[src/rtl/network_pkg.sv]
// Shared network definitions: argmax FSM states, class-index width helper and word bounds.
// Falls back to 16-bit words / 4 output nodes when FIXED_POINT_WORD_WIDTH / NUM_OL_NODES are undefined.
`ifndef FIXED_POINT_WORD_WIDTH
`define FIXED_POINT_WORD_WIDTH 16
`endif
`ifndef NUM_OL_NODES
`define NUM_OL_NODES 4
`endif

package network_pkg;

  typedef enum logic [1:0] {
    IDLE = 2'd0,
    SCAN = 2'd1,
    HOLD = 2'd2
  } argmax_state_t;

  localparam int WORD_W = `FIXED_POINT_WORD_WIDTH;
  localparam logic signed [WORD_W-1:0] WORD_MIN = {1'b1, {(WORD_W-1){1'b0}}};
  localparam logic signed [WORD_W-1:0] WORD_MAX = {1'b0, {(WORD_W-1){1'b1}}};

  function automatic int ARGMAX_IDX_W(input int n);
    return (n <= 1) ? 1 : $clog2(n);
  endfunction

endpackage

[src/rtl/argmax_cmp.sv]
// Combinational signed compare of one candidate against the running (max, index, runner-up).
// Runner-up ports exist only when ARGMAX_CONFIDENCE_EN is defined.
module argmax_cmp #(
  parameter int WORD_WIDTH = 16,
  parameter int IDX_WIDTH  = 2
) (
`ifdef ARGMAX_CONFIDENCE_EN
  input  logic signed [WORD_WIDTH-1:0] cur_ru,
  output logic signed [WORD_WIDTH-1:0] new_ru,
`endif
  input  logic signed [WORD_WIDTH-1:0] cur_max,
  input  logic        [IDX_WIDTH-1:0]  cur_idx,
  input  logic signed [WORD_WIDTH-1:0] cand,
  input  logic        [IDX_WIDTH-1:0]  cand_idx,
  output logic signed [WORD_WIDTH-1:0] new_max,
  output logic        [IDX_WIDTH-1:0]  new_idx
);

  // Strict greater-than so ties keep the earlier (lower) index.
  always_comb begin
    new_max = cur_max;
    new_idx = cur_idx;
`ifdef ARGMAX_CONFIDENCE_EN
    new_ru  = cur_ru;
`endif
    if (cand > cur_max) begin
      new_max = cand;
      new_idx = cand_idx;
`ifdef ARGMAX_CONFIDENCE_EN
      new_ru  = cur_max;
`endif
    end
`ifdef ARGMAX_CONFIDENCE_EN
    else if (cand > cur_ru) begin
      new_ru = cand;
    end else begin
      new_ru = cur_ru;
    end
`else
    else begin
      new_max = cur_max;
      new_idx = cur_idx;
    end
`endif
  end

endmodule

[src/rtl/output_argmax.sv]
// Serial argmax over the captured output-layer vector with a valid/ready result handshake.
// Optional feature macro: ARGMAX_CONFIDENCE_EN (adds runner-up tracking and CONFIDENCE_OUT).
`ifndef FIXED_POINT_WORD_WIDTH
`define FIXED_POINT_WORD_WIDTH 16
`endif
`ifndef NUM_OL_NODES
`define NUM_OL_NODES 4
`endif

module output_argmax
  import network_pkg::*;
#(
  parameter int NUM_CLASSES = `NUM_OL_NODES,
  parameter int WORD_WIDTH  = `FIXED_POINT_WORD_WIDTH,
  parameter int IDX_WIDTH   = ARGMAX_IDX_W(NUM_CLASSES)
) (
  input  logic                         CLK,
  input  logic                         RSTN,
  input  logic signed [WORD_WIDTH-1:0] VALUES_IN [NUM_CLASSES],
  input  logic                         VALID_IN,
  output logic        [IDX_WIDTH-1:0]  CLASS_OUT,
  output logic signed [WORD_WIDTH-1:0] MAX_VALUE_OUT,
`ifdef ARGMAX_CONFIDENCE_EN
  output logic        [WORD_WIDTH-1:0] CONFIDENCE_OUT,
`endif
  output logic                         VALID_OUT,
  input  logic                         READY_IN,
  output logic                         BUSY_OUT,
  output logic                         DROP_OUT
);

  argmax_state_t state, state_nxt;

  logic signed [WORD_WIDTH-1:0] vals [NUM_CLASSES];
  logic signed [WORD_WIDTH-1:0] max_r;
  logic        [IDX_WIDTH-1:0]  idx_r;
  logic        [IDX_WIDTH-1:0]  ptr;
  logic signed [WORD_WIDTH-1:0] new_max;
  logic        [IDX_WIDTH-1:0]  new_idx;
  logic                         last;

`ifdef ARGMAX_CONFIDENCE_EN
  localparam logic signed [WORD_WIDTH-1:0] W_MIN = {1'b1, {(WORD_WIDTH-1){1'b0}}};
  localparam logic        [WORD_WIDTH-1:0] W_MAX = {1'b0, {(WORD_WIDTH-1){1'b1}}};

  logic signed [WORD_WIDTH-1:0] ru_r;
  logic signed [WORD_WIDTH-1:0] new_ru;

  // max >= runner-up always holds, so only the upper bound normally saturates.
  function automatic logic [WORD_WIDTH-1:0] sat_diff(input logic signed [WORD_WIDTH-1:0] a,
                                                     input logic signed [WORD_WIDTH-1:0] b);
    logic signed [WORD_WIDTH:0] d;
    d = {a[WORD_WIDTH-1], a} - {b[WORD_WIDTH-1], b};
    if (d[WORD_WIDTH]) begin
      sat_diff = '0;
    end else if (d[WORD_WIDTH-1]) begin
      sat_diff = W_MAX;
    end else begin
      sat_diff = d[WORD_WIDTH-1:0];
    end
  endfunction
`endif

  assign last = (ptr == IDX_WIDTH'(NUM_CLASSES - 1));

  argmax_cmp #(.WORD_WIDTH(WORD_WIDTH), .IDX_WIDTH(IDX_WIDTH)) u_cmp (
`ifdef ARGMAX_CONFIDENCE_EN
    .cur_ru   (ru_r),
    .new_ru   (new_ru),
`endif
    .cur_max  (max_r),
    .cur_idx  (idx_r),
    .cand     (vals[ptr]),
    .cand_idx (ptr),
    .new_max  (new_max),
    .new_idx  (new_idx)
  );

  // State register.
  always_ff @(posedge CLK or negedge RSTN) begin
    if (!RSTN) begin
      state <= IDLE;
    end else begin
      state <= state_nxt;
    end
  end

  // Next-state logic.
  always_comb begin
    state_nxt = state;
    case (state)
      IDLE: begin
        if (VALID_IN) begin
          state_nxt = (NUM_CLASSES == 1) ? HOLD : SCAN;
        end else begin
          state_nxt = IDLE;
        end
      end
      SCAN: begin
        if (last) begin
          state_nxt = HOLD;
        end else begin
          state_nxt = SCAN;
        end
      end
      HOLD: begin
        if (READY_IN) begin
          state_nxt = IDLE;
        end else begin
          state_nxt = HOLD;
        end
      end
      default: state_nxt = IDLE;
    endcase
  end

  // Capture buffer and running scan registers.
  always_ff @(posedge CLK or negedge RSTN) begin
    if (!RSTN) begin
      for (int i = 0; i < NUM_CLASSES; i++) vals[i] <= '0;
      max_r <= '0;
      idx_r <= '0;
      ptr   <= '0;
`ifdef ARGMAX_CONFIDENCE_EN
      ru_r  <= '0;
`endif
    end else if (state == IDLE && VALID_IN) begin
      vals  <= VALUES_IN;
      max_r <= VALUES_IN[0];
      idx_r <= '0;
      ptr   <= IDX_WIDTH'(1);
`ifdef ARGMAX_CONFIDENCE_EN
      ru_r  <= W_MIN;
`endif
    end else if (state == SCAN) begin
      max_r <= new_max;
      idx_r <= new_idx;
      ptr   <= ptr + IDX_WIDTH'(1);
`ifdef ARGMAX_CONFIDENCE_EN
      ru_r  <= new_ru;
`endif
    end
  end

  // Result, handshake and status outputs; results persist after the handshake.
  always_ff @(posedge CLK or negedge RSTN) begin
    if (!RSTN) begin
      CLASS_OUT      <= '0;
      MAX_VALUE_OUT  <= '0;
`ifdef ARGMAX_CONFIDENCE_EN
      CONFIDENCE_OUT <= '0;
`endif
      VALID_OUT      <= 1'b0;
      BUSY_OUT       <= 1'b0;
      DROP_OUT       <= 1'b0;
    end else begin
      BUSY_OUT <= (state_nxt != IDLE);
      DROP_OUT <= VALID_IN && (state != IDLE);
      if (state == IDLE && VALID_IN && NUM_CLASSES == 1) begin
        CLASS_OUT      <= '0;
        MAX_VALUE_OUT  <= VALUES_IN[0];
`ifdef ARGMAX_CONFIDENCE_EN
        CONFIDENCE_OUT <= W_MAX;
`endif
        VALID_OUT      <= 1'b1;
      end else if (state == SCAN && last) begin
        CLASS_OUT      <= new_idx;
        MAX_VALUE_OUT  <= new_max;
`ifdef ARGMAX_CONFIDENCE_EN
        CONFIDENCE_OUT <= sat_diff(new_max, new_ru);
`endif
        VALID_OUT      <= 1'b1;
      end else if (state == HOLD && READY_IN) begin
        VALID_OUT <= 1'b0;
      end
    end
  end

endmodule
[config.mk]
export PLATFORM = sky130hd
export DESIGN_NAME = output_argmax
export DESIGN_NICKNAME = d
export VERILOG_FILES = /design/src/rtl/network_pkg.sv /design/src/rtl/argmax_cmp.sv /design/src/rtl/output_argmax.sv
export SDC_FILE = /design/constraint.sdc
export NUM_CORES = 1
export LEC_CHECK = 0
export ABC_CLOCK_PERIOD_IN_PS = 7800
export CORE_UTILIZATION = 50
export DETAILED_ROUTE_END_ITERATION = 7
export GPL_ROUTABILITY_DRIVEN = 0
export PLACE_DENSITY = 0.87
export SLEW_MARGIN = 30
export SYNTH_ARGS = -nofsm -noshare
export SYNTH_HDL_FRONTEND = slang
export SYNTH_SLANG_ARGS = --single-unit
[constraint.sdc]
create_clock -name CLK -period 7.8 [get_ports CLK]
set_clock_uncertainty 0.2 [all_clocks]
set_input_delay 1.56 -clock CLK [delete_from_list [all_inputs] [get_ports CLK]]
set_output_delay 1.56 -clock CLK [all_outputs]
set_load 0.005 [all_outputs]
==> results of run 1 <==
==> flip-flops by register name (all words and copies together) (netlist names) <==
register / flops
max_r: 16
MAX_VALUE_OUT: 16
BUSY_OUT: 1
VALID_OUT: 1
CLASS_OUT: 2
vals: 64
state: 2
idx_r: 2
ptr: 2
DROP_OUT: 1
==> cells by family (layout without fill, tap and decap cells) <==
logic type | count (synthesis) | in the layout | synth area share (%)
and+or+nand+nor | 59 | 59 | 5.88
AOI/OAI and AO/OA | 55 | 55 | 7.83
DFF | 107 | 107 | 52.9
buffers and inverters | 47 | 131 | 3.95
muxes | 100 | 100 | 25.3
adders and majority gates | 17 | 17 | 4.20
==> metrics by stage <==
stage               setup WS (ns)  utilization (%)
floorplan                    4.21                -
global placement             3.72             61.4
detailed placement           3.64             61.4
CTS                          3.60             63.5
global route                 3.51             63.6
finish                       3.71             63.6
==> cell usage in the layout (no fill, tap or decap), drive strengths merged, types with 2 or more instances in the layout <==
cell type,instances
dfrtp,107
clkdlybuf4s50,87
mux2,64
a21oi,26
inv,26
nor2,23
mux2i,20
ha,17
mux4,16
and3,16
a221o,16
clkbuf,9
nand2,7
buf,5
o21ai,4
clkinv,3
and2,3
nor2b,2
nand2b,2
a21o,2
nand4,2
a22o,2
nand3,2
o31ai,2
==> worst max-delay path: stages (launching register included) <==
cell and delay, ns:
dfrtp_1 0.34, buf_4 0.36, mux4_2 0.60, ha_1 0.34
nand4_1 0.18, nor4_2 0.37, o21ai_1 0.15, a31oi_2 0.47
and2_1 0.70, a221o_1 0.28
==> synthesized netlist by cell type (all sizes together) <==
cell     count  share of area [%]
dfrtp      107                 53
mux2        64                 14
a21oi       26                2.6
inv         23                1.7
nor2        23                1.7
mux2i       20                4.0
ha          17                4.2
a221o       16                3.2
and3        16                2.0
mux4        16                7.1
buf         12                1.4
clkbuf      12               0.89
nand2        7               0.52
o21ai        4               0.39
and2         3               0.37
a21o         2               0.30
a22o         2               0.35
nand2b       2               0.25
nand3        2               0.20
nand4        2               0.25
nor2b        2               0.25
o31ai        2               0.30
a2111oi      1               0.30
a22oi        1               0.15
a31oi        1               0.25
nor4         1               0.25
or3          1               0.12
==> per-layer routing <==
layer	routed length [um]	track usage, %
met3	653	4.41
met2	5450	35.9
met4	299	11.9
met1	4660	30.8
met5	0	0
==> worst paths after layout <==
path	startpoint	endpoint	slack, ns	depth (start not counted)
setup / recovery	ptr[0]$_DFFE_PN0P_	max_r[10]$_DFFE_PN0P_	3.71	9
hold / removal	vals[22]$_DFFE_PN0P_	vals[22]$_DFFE_PN0P_	0.31	1
setup reg to reg	ptr[0]$_DFFE_PN0P_	max_r[10]$_DFFE_PN0P_	3.71	9
hold reg to reg	vals[22]$_DFFE_PN0P_	vals[22]$_DFFE_PN0P_	0.31	1
max in group asynchronous	RSTN	vals[14]$_DFFE_PN0P_	5.22	2
min in group asynchronous	RSTN	DROP_OUT$_DFF_PN0_	0.94	1
==> power breakdown <==
part | internal, mW | switching, mW | total (mW) | leakage [nW]
clock | 0.155 | 0.201 | 0.356 | 0.106
sequential | 0.847 | 0.184 | 1.03 | 1.26
combinational | 0.868 | 0.838 | 1.71 | 1.38
total | 1.87 | 1.22 | 3.09 | 2.74
==> cell type report <==
cell class	count	share of cell area [%]
flip-flops and latches	107	42.9
clock inverters	7	1.36
well taps	133	2.67
inverters	23	1.38
clock buffers	9	1.98
multi-input cells	231	35.1
repair buffers	92	14.6
==> results.cfg, run 1 <==
[run_status]
status = completed

[layout]
nNetsFinal = 549
final_layout_size_suffix_gt1_share_pct = 23.2
seq_area_sq_um = 2680
final_cells = 602
stdcell_area_sq_um = 6240
syn2layout_area_growth_pct = 23.2
multi_input_area_sq_um = 2190
fillCellCount = 770
diodes = 0

[timing]
setup_viol = 0
hold_viol = 0
fin_tns_setup_ns = 0
post-route-period-util_pct = 52.4
tightestPinTransition_ns = 0.858
fin_crit_ns = 4.09
maxSlewViolCount = 0
max_freq_mhz = 245
holdWs_ns = 0.314
relSlewSlack_pct = 42.8
grt_setup_unrepaired = false

[flow_run]
cap_violations = 0

[placed_design]
dpl_cell_area_sq_um = 6030
io_buffers = 88
placed_cells = 586
post-dp-hpwl_mm = 7.87

[clock_network]
insertion_delay_ns = 0.37
cts_root_buf = clkbuf_8
ctsHtreeMaxLevel = 3
cts_buffers = 9
cts_tree = done
clk_pin_slew_ns = 0.11
cts_resized = 0
clockBufferDepth = 2
clkSinkCount = 107
post-cts-setup-buffers = 0
postCtsHoldBufs = 0

[synth]
ys_ff_latch = 107
ys_warn_count = 0
synth.avg_cell_area_sq_um = 13.2
synth.distinct_cells = 31
yosysSeqAreaShare_pct = 52.9
syn_nets = 470
syn_inst = 385
syn_area_sq_um = 5070

[global_routing]
antenna_found_initial = 0
grt_max_degree = 70
first_global_vias = 3654
overflow = 0
grt_pass1_wl_mm = 18.1
grt_usage_pct = 23.0

[floorplanning]
rows = 36
die_h_um = 103
start_util_pct = 51.6
core_sq_um = 9820
ioPinCount = 89
dieWidth_um = 103
die_area_sq_um = 10500

[setup_path]
criticalPathCategory = register to register
cp-end-kind = register
crit_required_ns = 7.90
worstPathArrival_ns = 4.19
worst-path-max-fanout = 20
setup.worst_path.start_class = register

[power]
power.leakage_nw = 2.74
power_density_nw_per_um2 = 495
vdd_drop_max_uv = 328
p_total_mw = 3.09

[routing]
drt-initial-drc-count = 205
vias = 3444
first_pass_iters = 5
route.detailed.drc = 0
wirelength_mm = 11.1
vias_per_cell = 5.72
wl_per_cell_um = 18.4
ant_nets = 0

[worst_hold_path]
hold_path_class = register to register
(Power assumes the default switching activity.)
==> run 2, diff against run 1 <==
Settings changed: ABC_CLOCK_PERIOD_IN_PS 7800 to 4000.
Clock period 7.8 ns to 4 ns, I/O delays scaled along.
==> run 2 against run 1 <==
Effect of this change: critical endpoint is now max_r[2]$_DFFE_PN0P_; core utilization rose by 0.90 points; count of clock-buffer cells in the layout rose by 2; die area did not move; critical path type unchanged; maximum frequency rose by 9.6%; sequential share of layout area fell by 0.62 points; routed wire length rose by 3.0%; highest routed layer unchanged.
==> results.cfg, run 2 (synthesis gave the netlist of run 1 again) <==
[run_status]
status = completed

[floorplanning]
die_h_um = 103
dieWidth_um = 103
ioPinCount = 89
rows = 36
core_sq_um = 9820
die_area_sq_um = 10500
start_util_pct = 51.6

[timing]
fin_crit_ns = 3.73
hold_viol = 0
fin_tns_setup_ns = 0
max_freq_mhz = 268
relSlewSlack_pct = 44.3
maxSlewViolCount = 0
grt_setup_unrepaired = false
tightestPinTransition_ns = 0.836
setup_ws_ns = 0.272
post-route-period-util_pct = 93.2
setup_viol = 0

[placed_design]
io_buffers = 88
place_ws_ns = 0.388
post-dp-hpwl_mm = 7.92

[clock_network]
ctsHtreeMaxLevel = 3
clockBufferDepth = 2
post-cts-setup-buffers = 0
insertion_delay_ns = 0.38
clk_pin_slew_ns = 0.11
postCtsHoldBufs = 0
clkSinkCount = 107
cts_tree = done
cts_root_buf = clkbuf_8
cts_resized = 0
cts_buffers = 9

[setup_path]
cp-end-kind = register
crit_required_ns = 4.11
r2r_cells = 9
worst-path-max-fanout = 18
r2r_slack_ns = 0.27
worstPathArrival_ns = 3.84
criticalPathCategory = register to register
setup.worst_path.start_class = register

[power]
vdd_drop_max_uv = 627
power.leakage_nw = 2.79
power_density_nw_per_um2 = 971

[routing]
wirelength_mm = 11.4
wl_per_cell_um = 18.8
drt-initial-drc-count = 241
first_pass_iters = 4
ant_nets = 0
vias_per_cell = 5.81
vias = 3527
route.detailed.drc = 0

[global_routing]
first_global_vias = 3553
grt_usage_pct = 23.5
antenna_found_initial = 0
grt_max_degree = 85
overflow = 0
grt_pass1_wl_mm = 18.5

[layout]
reg_top3 = vals (64), MAX_VALUE_OUT (16), max_r (16)
diodes = 0
layout_common_cells = dfrtp_1, clkdlybuf4s50_1, mux2_2
final_layout_size_suffix_gt1_share_pct = 23.4
fillCellCount = 737
nNetsFinal = 554
syn2layout_area_growth_pct = 25.0
largest-register = vals
largest_reg_flops = 64
final_common_cell = dfrtp_1

[flow_run]
cap_violations = 0

[worst_hold_path]
hold_path_class = input port to async pin
==> run 2: changes by cell type in the layout (fill, tap and decap cells not counted), sizes merged <==
cell / change
clkinv: -1
bufinv: +1
clkbuf: +2
inv: -3
clkinvlp: +1
buf: +5
==> run 2: cell type report <==
| type | count | area [sq um] | share of cell area [%] |
|---|---|---|---|
| clock buffers | 11 | 151 | 2.39 |
| clock inverters | 5 | 85.1 | 1.34 |
| inverters | 23 | 86.3 | 1.36 |
| multi-input cells | 231 | 2190 | 34.6 |
| flip-flops and latches | 107 | 2680 | 42.3 |
| well taps | 133 | 166 | 2.63 |
| repair buffers | 97 | 975 | 15.4 |
==> run 2: worst paths after layout <==
path	end	start
setup / recovery	max_r[2]$_DFFE_PN0P_	ptr[0]$_DFFE_PN0P_
hold / removal	MAX_VALUE_OUT[11]$_DFFE_PN0P_	RSTN
setup reg to reg	max_r[2]$_DFFE_PN0P_	ptr[0]$_DFFE_PN0P_
hold reg to reg	vals[20]$_DFFE_PN0P_	vals[20]$_DFFE_PN0P_
max in group asynchronous	vals[14]$_DFFE_PN0P_	RSTN
min in group CLK	vals[20]$_DFFE_PN0P_	vals[20]$_DFFE_PN0P_
==> run 2: per-layer routing <==
layer	up-vias	GRT usage, %	routed length [um]
met4	0	9.34	276
met1	1816	33.8	5120
met2	116	35.5	5410
met5	-	0	0
met3	27	4.47	579
li1	1568	-	-
==> run 2: where the power goes <==
part	switching (mW)	total [mW]	internal, mW	leakage [nW]
logic	1.63	3.37	1.73	1.41
clock network	0.372	0.761	0.389	0.116
registers	0.363	2.02	1.65	1.26
==> run 2: stage by stage <==
stage	hold slack, ns	instances	power, mW	instance area (sq um)	util [%]
floorplan	0.268	385	4.40	5070	-
finish	0.257	607	6.15	6330	64.5
global route	0.317	607	6.57	6330	64.5
global placement	0.283	591	5.15	6090	62.0
detailed placement	0.293	591	5.32	6090	62.1
CTS	0.289	607	6.13	6330	64.5
==> run 2: worst max-delay path, cell delays in order, from the launching register on <==
cell	delay [ns]
dfrtp_1	0.50
buf_12	0.22
mux4_2	0.56
ha_1	0.35
nand4_1	0.16
nor4_2	0.35
o21ai_1	0.13
a31oi_2	0.22
and2_1	0.65
a221o_1	0.29
